### src/rtl/datapath_pkg.sv
// Shared datapath types for the front end: machine word, fetch buffer entry, PC step.
package datapath_pkg;
    typedef logic [31:0] word_t;

    typedef struct packed {
        word_t instr;
        word_t pc;
    } fetch_entry_t;

    localparam word_t PC_INCR = 32'd4;
endpackage

### src/rtl/fetch_fifo.sv
// First-word-fall-through sync FIFO holding fetched words with their PCs.
// Latency: a push is visible at rdata the next cycle. Flush empties it in one cycle.
import datapath_pkg::*;

module fetch_fifo #(
    parameter int  DEPTH = 4,
    parameter type T     = fetch_entry_t
) (
    input  logic                     clk,
    input  logic                     rst,
    input  logic                     push,
    input  logic                     pop,
    input  logic                     flush,
    input  T                         wdata,
    output T                         rdata,
    output logic                     full,
    output logic                     empty,
    output logic [$clog2(DEPTH):0]   count
);
    localparam int AW = $clog2(DEPTH);

    T               mem [DEPTH];
    logic [AW:0]    wr_ptr;
    logic [AW:0]    rd_ptr;

    always_ff @(posedge clk or posedge rst) begin
        if (rst) begin
            wr_ptr <= '0;
            rd_ptr <= '0;
        end else if (flush) begin
            wr_ptr <= '0;
            rd_ptr <= '0;
        end else begin
            if (push) wr_ptr <= wr_ptr + 1'b1;
            if (pop)  rd_ptr <= rd_ptr + 1'b1;
        end
    end

    always_ff @(posedge clk) begin
        if (push && !flush) mem[wr_ptr[AW-1:0]] <= wdata;
    end

    // Extra pointer bit distinguishes full from empty when the index bits match.
    assign count = wr_ptr - rd_ptr;
    assign empty = (count == '0);
    assign full  = (count == (AW+1)'(DEPTH));
    assign rdata = empty ? T'('0) : mem[rd_ptr[AW-1:0]];

    a_no_overflow:  assert property (@(posedge clk) disable iff (rst) !(push && full));
    a_no_underflow: assert property (@(posedge clk) disable iff (rst) !(pop && empty));
endmodule

### src/rtl/fetch_unit.sv
// In-order instruction fetch: owns the PC, issues word requests under a credit limit,
// buffers responses with their PCs, handles redirects (flush + drop stale words) and halt.
import datapath_pkg::*;

module fetch_unit #(
    parameter word_t RESET_PC   = 32'h0000_0000,
    parameter int    FIFO_DEPTH = 4
) (
    input  logic        clk,
    input  logic        rst,
    output logic        imem_req_valid,
    output logic [31:0] imem_req_addr,
    input  logic        imem_req_ready,
    input  logic        imem_resp_valid,
    input  logic [31:0] imem_resp_data,
    output logic        instr_valid,
    output logic [31:0] instr,
    output logic [31:0] instr_pc,
    input  logic        instr_ready,
    input  logic        redirect,
    input  logic [31:0] redirect_pc,
    input  logic        halt,
    output logic        halted
);
    localparam int CW = $clog2(FIFO_DEPTH) + 1;

    word_t          pc;
    word_t          resp_pc;
    word_t          target;
    logic [CW-1:0]  inflight;
    logic [CW-1:0]  inflight_nxt;
    logic [CW-1:0]  drop;
    logic [CW-1:0]  fifo_count;
    logic [CW:0]    used;
    logic           halt_q;
    logic           accept;
    logic           push;
    logic           pop;
    logic           fifo_full;
    logic           fifo_empty;
    fetch_entry_t   wentry;
    fetch_entry_t   rentry;

    assign target = {redirect_pc[31:2], 2'b00};
    assign used   = {1'b0, inflight} + {1'b0, fifo_count};

    // Outstanding requests plus buffered words never exceed the buffer size.
    assign imem_req_valid = !rst && !halt_q && !halt && !redirect
                            && (used < (CW+1)'(FIFO_DEPTH));
    assign imem_req_addr  = pc;
    assign accept         = imem_req_valid && imem_req_ready;

    assign push   = imem_resp_valid && (drop == '0) && !redirect;
    assign wentry = '{instr: imem_resp_data, pc: resp_pc};

    assign instr_valid = !fifo_empty && !redirect;
    assign pop         = instr_valid && instr_ready;
    assign instr       = rentry.instr;
    assign instr_pc    = rentry.pc;
    assign halted      = halt_q && (inflight == '0);

    assign inflight_nxt = inflight + CW'(accept) - CW'(imem_resp_valid);

    always_ff @(posedge clk or posedge rst) begin
        if (rst) begin
            pc       <= RESET_PC;
            resp_pc  <= RESET_PC;
            inflight <= '0;
            drop     <= '0;
            halt_q   <= 1'b0;
        end else begin
            inflight <= inflight_nxt;
            if (halt) halt_q <= 1'b1;
            if (redirect) begin
                // Everything still outstanding after this cycle belongs to the old path.
                pc      <= target;
                resp_pc <= target;
                drop    <= inflight_nxt;
            end else begin
                if (accept) pc <= pc + PC_INCR;
                if (push) resp_pc <= resp_pc + PC_INCR;
                if (imem_resp_valid && (drop != '0)) drop <= drop - 1'b1;
            end
        end
    end

    fetch_fifo #(
        .DEPTH (FIFO_DEPTH),
        .T     (fetch_entry_t)
    ) u_fifo (
        .clk   (clk),
        .rst   (rst),
        .push  (push),
        .pop   (pop),
        .flush (redirect),
        .wdata (wentry),
        .rdata (rentry),
        .full  (fifo_full),
        .empty (fifo_empty),
        .count (fifo_count)
    );

    a_resp_expected: assert property (@(posedge clk) disable iff (rst)
                                      imem_resp_valid |-> (inflight != '0));
endmodule

### config.mk
export PLATFORM = sky130hd
export DESIGN_NAME = fetch_unit
export DESIGN_NICKNAME = d
export VERILOG_FILES = /design/src/rtl/datapath_pkg.sv /design/src/rtl/fetch_fifo.sv /design/src/rtl/fetch_unit.sv
export SDC_FILE = /design/constraint.sdc
export NUM_CORES = 1
export LEC_CHECK = 0
export ABC_CLOCK_PERIOD_IN_PS = 11600
export BUFFER_PORTS_ARGS = -buffer_cell sky130_fd_sc_hd__buf_2
export CORE_AREA = 2 2 152 154
export DETAILED_ROUTE_END_ITERATION = 7
export DIE_AREA = 0 0 154 156
export GPL_TIMING_DRIVEN = 1
export PLACE_DENSITY = 0.84
export RECOVER_POWER = 100
export SLEW_MARGIN = 0
export SYNTH_ARGS = -nofsm -noshare
export SYNTH_HDL_FRONTEND = slang
export SYNTH_SLANG_ARGS = --single-unit
### constraint.sdc
create_clock -name clk -period 11.6 [get_ports clk]
set_input_delay 0.58 -clock clk [delete_from_list [all_inputs] [get_ports clk]]
set_output_delay 0.58 -clock clk [all_outputs]
set_load 0.02 [all_outputs]
==> impl_metrics.csv, run 1 <==
group,metric,value,unit
clock_network,post_cts_resized,0,
synthesis,ys_ff_latch,321,
die,std_cell_rows,55,
sta,min_period_over_period,0.554,
placed_design,io_buffers,163,
global_route,grt_pass1_wl,43200,um
layout,n_fill_cell,1511,
drt,num_vias,7887,
drt,drt_wl_total,27300,um
drt,drcViolationCount,0,
status,violations,"capacitance limit, slew limit",
clock_network,clkSlewWorstSetupHoldPaths,0.07,ns
die,start_util,0.613,
hold_path,holdPathStages,2,
hold_path,hold_end,"halt_q$_DFFE_PP0P_",
setup_path,path_max_fanout,65,
setup_path,path_common_cell,"clkbuf_1",
status,outcome,"finished with violations",
clock_network,htree_levels,1,
placed_design,placedCellCount,1261,
die,dieArea,24000,um^2
sta,setup_viol,0,
sta,rsz0062_at_grt,"false",
synthesis,synthFlopType,"edfxtp_1",
pwr,irDropWorstVdd,0.000123,V
global_route,grt_pass1_vias,7972,
clock_network,cts_made_buffers,30,
die,ios,170,
synthesis,synthDistinctLibCells,51,
layout,final_core_util,0.698,
clock_network,clockBufferDepth,3,
setup_path,criticalPathCategory,"flip-flop to output pin",
layout,fin_nets,1095,
layout,layout_commonest_cell,"edfxtp_1",
clock_network,clock_latency,0.55,ns
global_route,grt_start_max_net_pins,74,
sta,tns,0,ns
setup_path,endpoint_kind,"output pin",
layout,layout_common_cells,"edfxtp_1, clkbuf_1, buf_2, dfrtp_1, mux4_2",
die,die_w,154,um
layout,instances_no_fill,1316,
layout,layout-drive-gt1-share,0.209,
run,maxCapViolations,8,
synthesis,synth.top_cell.area_share,0.543,
sta,period_needed,6.42,ns
placed_design,globalplace.congestion,0.887,
synthesis,yosysSeqAreaShare,0.676,
drt,first_iter_violations,707,
setup_path,cpMaxStageDelayCell,"clkbuf_1",
sta,worst_slew_pin_slew,3.94,ns
global_route,overflow,0,
clock_network,clkSinkCount,321,
sta,hold_viol,0,
hold_path,hold_start,"halt",
sta,maxSlewHeadroom,-1.63,
clock_network,post-cts-setup-buffer-count,0,
drt,dr.pass1.iters,5,
die,core,22400,um^2
pwr,leakage,5.39,nW
synthesis,synth_cells,842,
sta,fmax,0.156,GHz
layout,syn2layout_area_growth,13.8,%
placed_design,place_hpwl,16600,um
setup_path,path_cells,"ha_1, inv_1, fa_1, xnor3_1, or3b_2, clkbuf_1, and2_1, clkbuf_1",
synthesis,synth.area.top_cells,"edfxtp_1, dfrtp_1, mux4_2",
global_route,antenna_found_initial,0,
hold_path,holdCritPathClass,"primary input to flip-flop",
drt,drt-wirelength-per-cell,20.7,um
synthesis,synth_largest_area_cell,"edfxtp_1",
setup_path,r2r-start,"u_fifo.rd_ptr[0]$_DFFE_PP0P_",
setup_path,ff2ff_path_depth,15,
sta,slew_violations,395,
setup_path,regToRegSetupSlack,5.43,ns
setup_path,r2r_end,"drop[2]$_DFFE_PP0P_",
synthesis,syn_area,13700,um^2
synthesis,synth-edff-count,248,
setup_path,arrival,5.84,ns
die,die_height,156,um
setup_path,max_stage_delay,1.80,ns
clock_network,cts_tree,"done",
layout,diodes,0,
synthesis,avgSynthCellArea,16.3,um^2
global_route,grt_usage,0.232,
clock_network,hold_buffers,0,
pwr,power_density,211,nW/um^2
synthesis,ys_async_sr_fraction,0.227,
clock_network,clockRootBuffer,"clkbuf_16",
sta,fin_skew,0.0167,ns
synthesis,yosysWarnings,0,
setup_path,cp-start-kind,"flip-flop",
setup_path,crit_required,11.02,ns
drt,via_per_inst,5.99,
drt,antenna_left,0,
## registers in the layout (all words and copies together) (netlist names)
register       count
imem_req_addr     30
resp_pc           30
u_fifo.wr_ptr      3
u_fifo.rd_ptr      3
drop               3
inflight           3
u_fifo.mem       248
halt_q             1
## critical path: cells and delay by family (launching register included)
kind	cells	cell delay, ns
buffers and inverters	3	2.17
flip-flops	1	1.53
XOR/XNOR	1	0.41
AND/OR/NAND/NOR	2	0.43
adder cells (fa/ha/maj)	2	0.69
## per-layer routing
layer	global-route usage	part of all wire	vias to the layer above
li1	-	-	3570
met1	0.336	0.42	3933
met2	0.374	0.49	337
met3	0.0328	0.068	47
met4	0.0694	0.024	0
met5	0	0	-
## Yosys cell counts (3+ instances only)
library cell and instances:
a21boi_0 7, a21boi_1 3, a21oi_1 3, a31oi_1 3, a41oi_1 6, and2_1 67
and3_1 12, and4_1 5, buf_1 7, buf_4 4, clkbuf_1 31, dfrtp_1 73
edfxtp_1 248, ha_1 14, inv_1 17, mux2_2 23, mux4_2 62, nand2_1 43
nand2b_1 7, nand3_1 23, nand4_1 29, nor2_1 20, nor3_1 10, nor4_1 8
nor4_4 3, o211ai_1 4, o21ai_0 24, o311ai_0 5, or4_4 3, xnor2_1 28
xor2_1 24
## final cells by class
cell class / count / area (um^2) / share of cell area
Clock inverter: 24 / 236 / 0.0151
Timing Repair Buffer: 176 / 772 / 0.0495
Inverter: 17 / 63.8 / 0.00409
Multi-Input combinational cell: 462 / 4130 / 0.265
Clock buffer: 31 / 776 / 0.0497
Sequential cell: 321 / 9280 / 0.594
Tap cell: 285 / 357 / 0.0228
## power breakdown
| part | total, mW | switching, mW | internal (mW) |
|---|---|---|---|
| Combinational | 0.900 | 0.557 | 0.343 |
| Clock | 0.999 | 0.407 | 0.592 |
| Sequential | 1.39 | 0.0724 | 1.32 |
## through the flow
step           cell area [um^2]  hold slack, ns  worst slack (ns)  power (mW)
2_1_floorplan             13700           0.476              6.78        2.03
3_3_place_gp              14800           0.505              6.72        2.33
3_5_place_dp              14800           0.509              6.63        2.35
4_1_cts                   15800           0.222              6.62        3.35
5_1_grt                   15600           0.271              4.52        3.44
6_report                  15600           0.269              5.18        3.29
## cell families after synthesis
| logic type | after synthesis | share of synthesized area |
|---|---|---|
| mux | 87 | 0.122 |
| xor+xnor | 53 | 0.0348 |
| flops | 321 | 0.676 |
| compound gates | 58 | 0.0277 |
| other cells | 1 | 0.000273 |
| buf+inv | 62 | 0.0192 |
| fa+ha+maj | 16 | 0.0157 |
| simple gates | 244 | 0.104 |
## worst max path at each step
stage | start | to | slack [ns] | depth (start not counted)
6_report | u_fifo.rd_ptr[0]$_DFFE_PP0P_ | instr_pc[18] | 5.18 | 8
4_1_cts | u_fifo.rd_ptr[0]$_DFFE_PP0P_ | drop[2]$_DFFE_PP0P_ | 6.62 | 15
5_1_grt | u_fifo.rd_ptr[0]$_DFFE_PP0P_ | instr_pc[18] | 4.52 | 8
2_1_floorplan | u_fifo.rd_ptr[1]$_DFFE_PP0P_ | drop[2]$_DFFE_PP0P_ | 6.78 | 18
3_3_place_gp | u_fifo.rd_ptr[0]$_DFFE_PP0P_ | drop[2]$_DFFE_PP0P_ | 6.72 | 15
3_5_place_dp | u_fifo.rd_ptr[0]$_DFFE_PP0P_ | drop[2]$_DFFE_PP0P_ | 6.63 | 15
No activity file was read; power rests on OpenSTA's default activity.
==> run 2, diff against run 1 <==
ABC_AREA = 1   (was not set)
ABC_CLOCK_PERIOD_IN_PS = 6680   (was 11600)
CORE_AREA = 2 2 162 164   (was 2 2 152 154)
DIE_AREA = 0 0 164 166   (was 0 0 154 156)
PLACE_DENSITY = 0.79   (was 0.84)
clock period = 6.68 ns   (was 11.6 ns; I/O delays follow)
==> run 2 against run 1 <==
Effect of this change:
- the flow still finishes with violations (capacitance limit, slew limit)
- synthesized cell count rose by 78%
- setup slack worse by 3.3 ns
- routed wire length grew 25%
- register-to-register slack got worse by 3.6 ns
- first-iteration DRC count grew 70%
- power up 93%
- sequential power increased by 78%
- largest cell class unchanged
- count of clock-buffer cells in the layout increased by 1
==> impl_metrics.csv, run 2 <==
group,metric,value,unit
status,outcome,"finished with violations",
status,violations,"capacitance limit, slew limit",
drt,antenna_left,0,
drt,first_iter_violations,1202,
clock_network,clkSlewWorstSetupHoldPaths,0.06,ns
layout,fin_nets,1744,
clock_network,cts_tree,"done",
setup_path,endpoint_kind,"flip-flop",
synthesis,synthDistinctLibCells,39,
sta,setup_viol,0,
drt,topRoutingLayerUsed,"met4",
setup_path,crit_required,6.73,ns
pwr,power.share.combinational,0.322,
die,std_cell_rows,59,
layout,layout-drive-gt1-share,0.0761,
sta,maxSlewHeadroom,-1.72,
clock_network,clock_latency,0.55,ns
pwr,switchingPower,2.39,mW
placed_design,place_hpwl,19800,um
sta,layout_setup_ws,1.84,ns
layout,n_fill_cell,2058,
synthesis,synth_largest_area_cell,"edfxtp_1",
die,die_height,166,um
layout,layout_commonest_cell,"nand2_1",
global_route,grt_pass1_vias,10767,
sta,fmax,0.206,GHz
placed_design,placedCellCount,1937,
global_route,overflow,0,
setup_path,cp-start-kind,"flip-flop",
drt,drt_wl_total,34000,um
setup_path,path_common_cell,"inv_1",
sta,worst_slew_pin_slew,4.09,ns
drt,drcViolationCount,0,
global_route,grt_start_max_net_pins,127,
pwr,irDropWorstVdd,0.000319,V
sta,hold_viol,0,
setup_path,critPathTopFamily,"buffers and inverters",
synthesis,synthFlopType,"edfxtp_1",
clock_network,clkSinkCount,321,
pwr,swShare,0.378,
sta,period_needed,4.84,ns
drt,dr_wl_met2,16500,um
layout,instances_no_fill,2016,
pwr,internal_power,3.94,mW
clock_network,clockRootBuffer,"clkbuf_16",
pwr,leakage,6.80,nW
clock_network,cts_made_buffers,31,
placed_design,globalplace.congestion,0.910,
global_route,grt_pass1_wl,54200,um
pwr,power_frac_seq,0.390,
die,dieArea,27200,um^2
drt,num_vias,11203,
sta,rsz0062_at_grt,"false",
setup_path,path_buf_inv,3,
setup_path,path_cells,"inv_1, ha_1, nand3_1, nor2_1, inv_1, nor2_4, clkbuf_1",
layout,fin_area,16900,um^2
layout,layout_common_cells,"nand2_1, edfxtp_1, nor2_1, o21ai_0, inv_1",
global_route,antenna_found_initial,0,
synthesis,yosysSeqAreaShare,0.627,
drt,drt-wirelength-per-cell,16.9,um
synthesis,ys_async_sr_fraction,0.227,
synthesis,ys_top_cells_by_count,"nand2_1, edfxtp_1, nor2_1",
drt,routed-wl-met3,2480,um
sta,fin_skew,0.0113,ns
synthesis,syn_area,14800,um^2
sta,min_period_over_period,0.725,
synthesis,synth.area.top_cells,"edfxtp_1, dfrtp_1, nand2_1",
synthesis,synth-edff-count,248,
die,start_util,0.577,
sta,hold_ws,0.0532,ns
placed_design,post-place-ws,3.12,ns
run,maxCapViolations,6,
synthesis,synth.top_cell.area_share,0.503,
hold_path,holdCritPathClass,"primary input to flip-flop",
setup_path,criticalPathCategory,"flip-flop to flip-flop",
drt,dr.pass1.iters,5,
placed_design,placed_cell_area,15800,um^2
sta,tns,0,ns
clock_network,htree_levels,1,
setup_path,path_max_fanout,62,
synthesis,synth_cells,1495,
layout,largest_reg_flops,248,
pwr,power_density,375,nW/um^2
layout,diodes,0,
pwr,total_power,6.34,mW
die,core,25600,um^2
synthesis,yosysMostFrequentCell,"nand2_1",
clock_network,post-cts-setup-buffer-count,0,
global_route,grt_usage,0.248,
setup_path,cpMaxStageDelayCell,"clkbuf_1",
die,die_w,164,um
sta,slew_violations,401,
drt,via_per_inst,5.56,
placed_design,io_buffers,163,
synthesis,ys_ff_latch,321,
die,ios,170,
pwr,p_clk_frac,0.288,
drt,met1_length,14500,um
synthesis,yosysWarnings,0,
clock_network,clockBufferDepth,3,
layout,final_core_util,0.659,
synthesis,avgSynthCellArea,9.89,um^2
setup_path,max_stage_delay,2.87,ns
setup_path,arrival,4.90,ns
layout,syn2layout_area_growth,14.2,%
[run 2: logic make-up (layout without fill, tap and decap cells)]
logic type / count (synthesis) / count (layout) / share of synthesized area
AOI/OAI and AO/OA: 282 / 282 / 0.104
other: 1 / 4 / 0.000253
and+or+nand+nor: 630 / 630 / 0.180
DFF: 321 / 321 / 0.627
xor gates and xnor gates: 16 / 16 / 0.00947
adders and majority gates: 16 / 16 / 0.0145
buffers and inverters: 229 / 412 / 0.0646
[run 2: power by group through the flow]
stage	Clock (mW)	Sequential, mW	Combinational [mW]
final	1.82	2.47	2.04
after global routing	1.93	2.49	2.27
after CTS	1.85	2.46	2.13
after detailed placement	0	2.50	2.11
after global placement	0	2.49	2.07
after floorplan	0	2.48	1.46
[run 2: final timing paths]
check                                        startpoint                      endpoint  slack, ns  cells past startpoint
min reg2reg                u_fifo.wr_ptr[2]$_DFFE_PP0N_  u_fifo.wr_ptr[2]$_DFFE_PP0N_       0.50                      1
max                                 drop[0]$_DFFE_PP0P_   u_fifo.mem[3][45]$_DFFE_PP_       1.84                      7
max in group asynchronous                           rst  u_fifo.rd_ptr[0]$_DFFE_PP0P_       5.82                      3
min                                         instr_ready  u_fifo.rd_ptr[1]$_DFFE_PP0P_       0.05                      3
min in group asynchronous                           rst            halt_q$_DFFE_PP0P_       0.15                      3
max reg2reg                         drop[0]$_DFFE_PP0P_   u_fifo.mem[3][45]$_DFFE_PP_       1.84                      7
[run 2: repair_timing]
item | 4_1_cts | 5_1_grt
hold buffers | 22 | 0
hold endpoints to repair | 83 | 0
resized for setup | 0 | 0
[run 2: worst min-delay path: cells and delay by family]
family | cells | cell delay [ns]
buffers and inverters | 1 | 0.09
AND/OR/NAND/NOR | 2 | 0.14
[run 2: layer usage]
metal	track usage	vias up
met5	0	-
met4	0.0576	0
met3	0.0362	42
met2	0.413	438
met1	0.347	5340
li1	-	5383
[run 2: area by class of cell]
type                       count  area, um^2  share of cell area
multi-input combinational    948        4570               0.271
timing repair buffer         196         947              0.0561
clock buffer                  32         779              0.0461
inverter                     159         597              0.0353
clock inverter                25         297              0.0176
sequential                   321        9280               0.549
tap                          335         419              0.0248
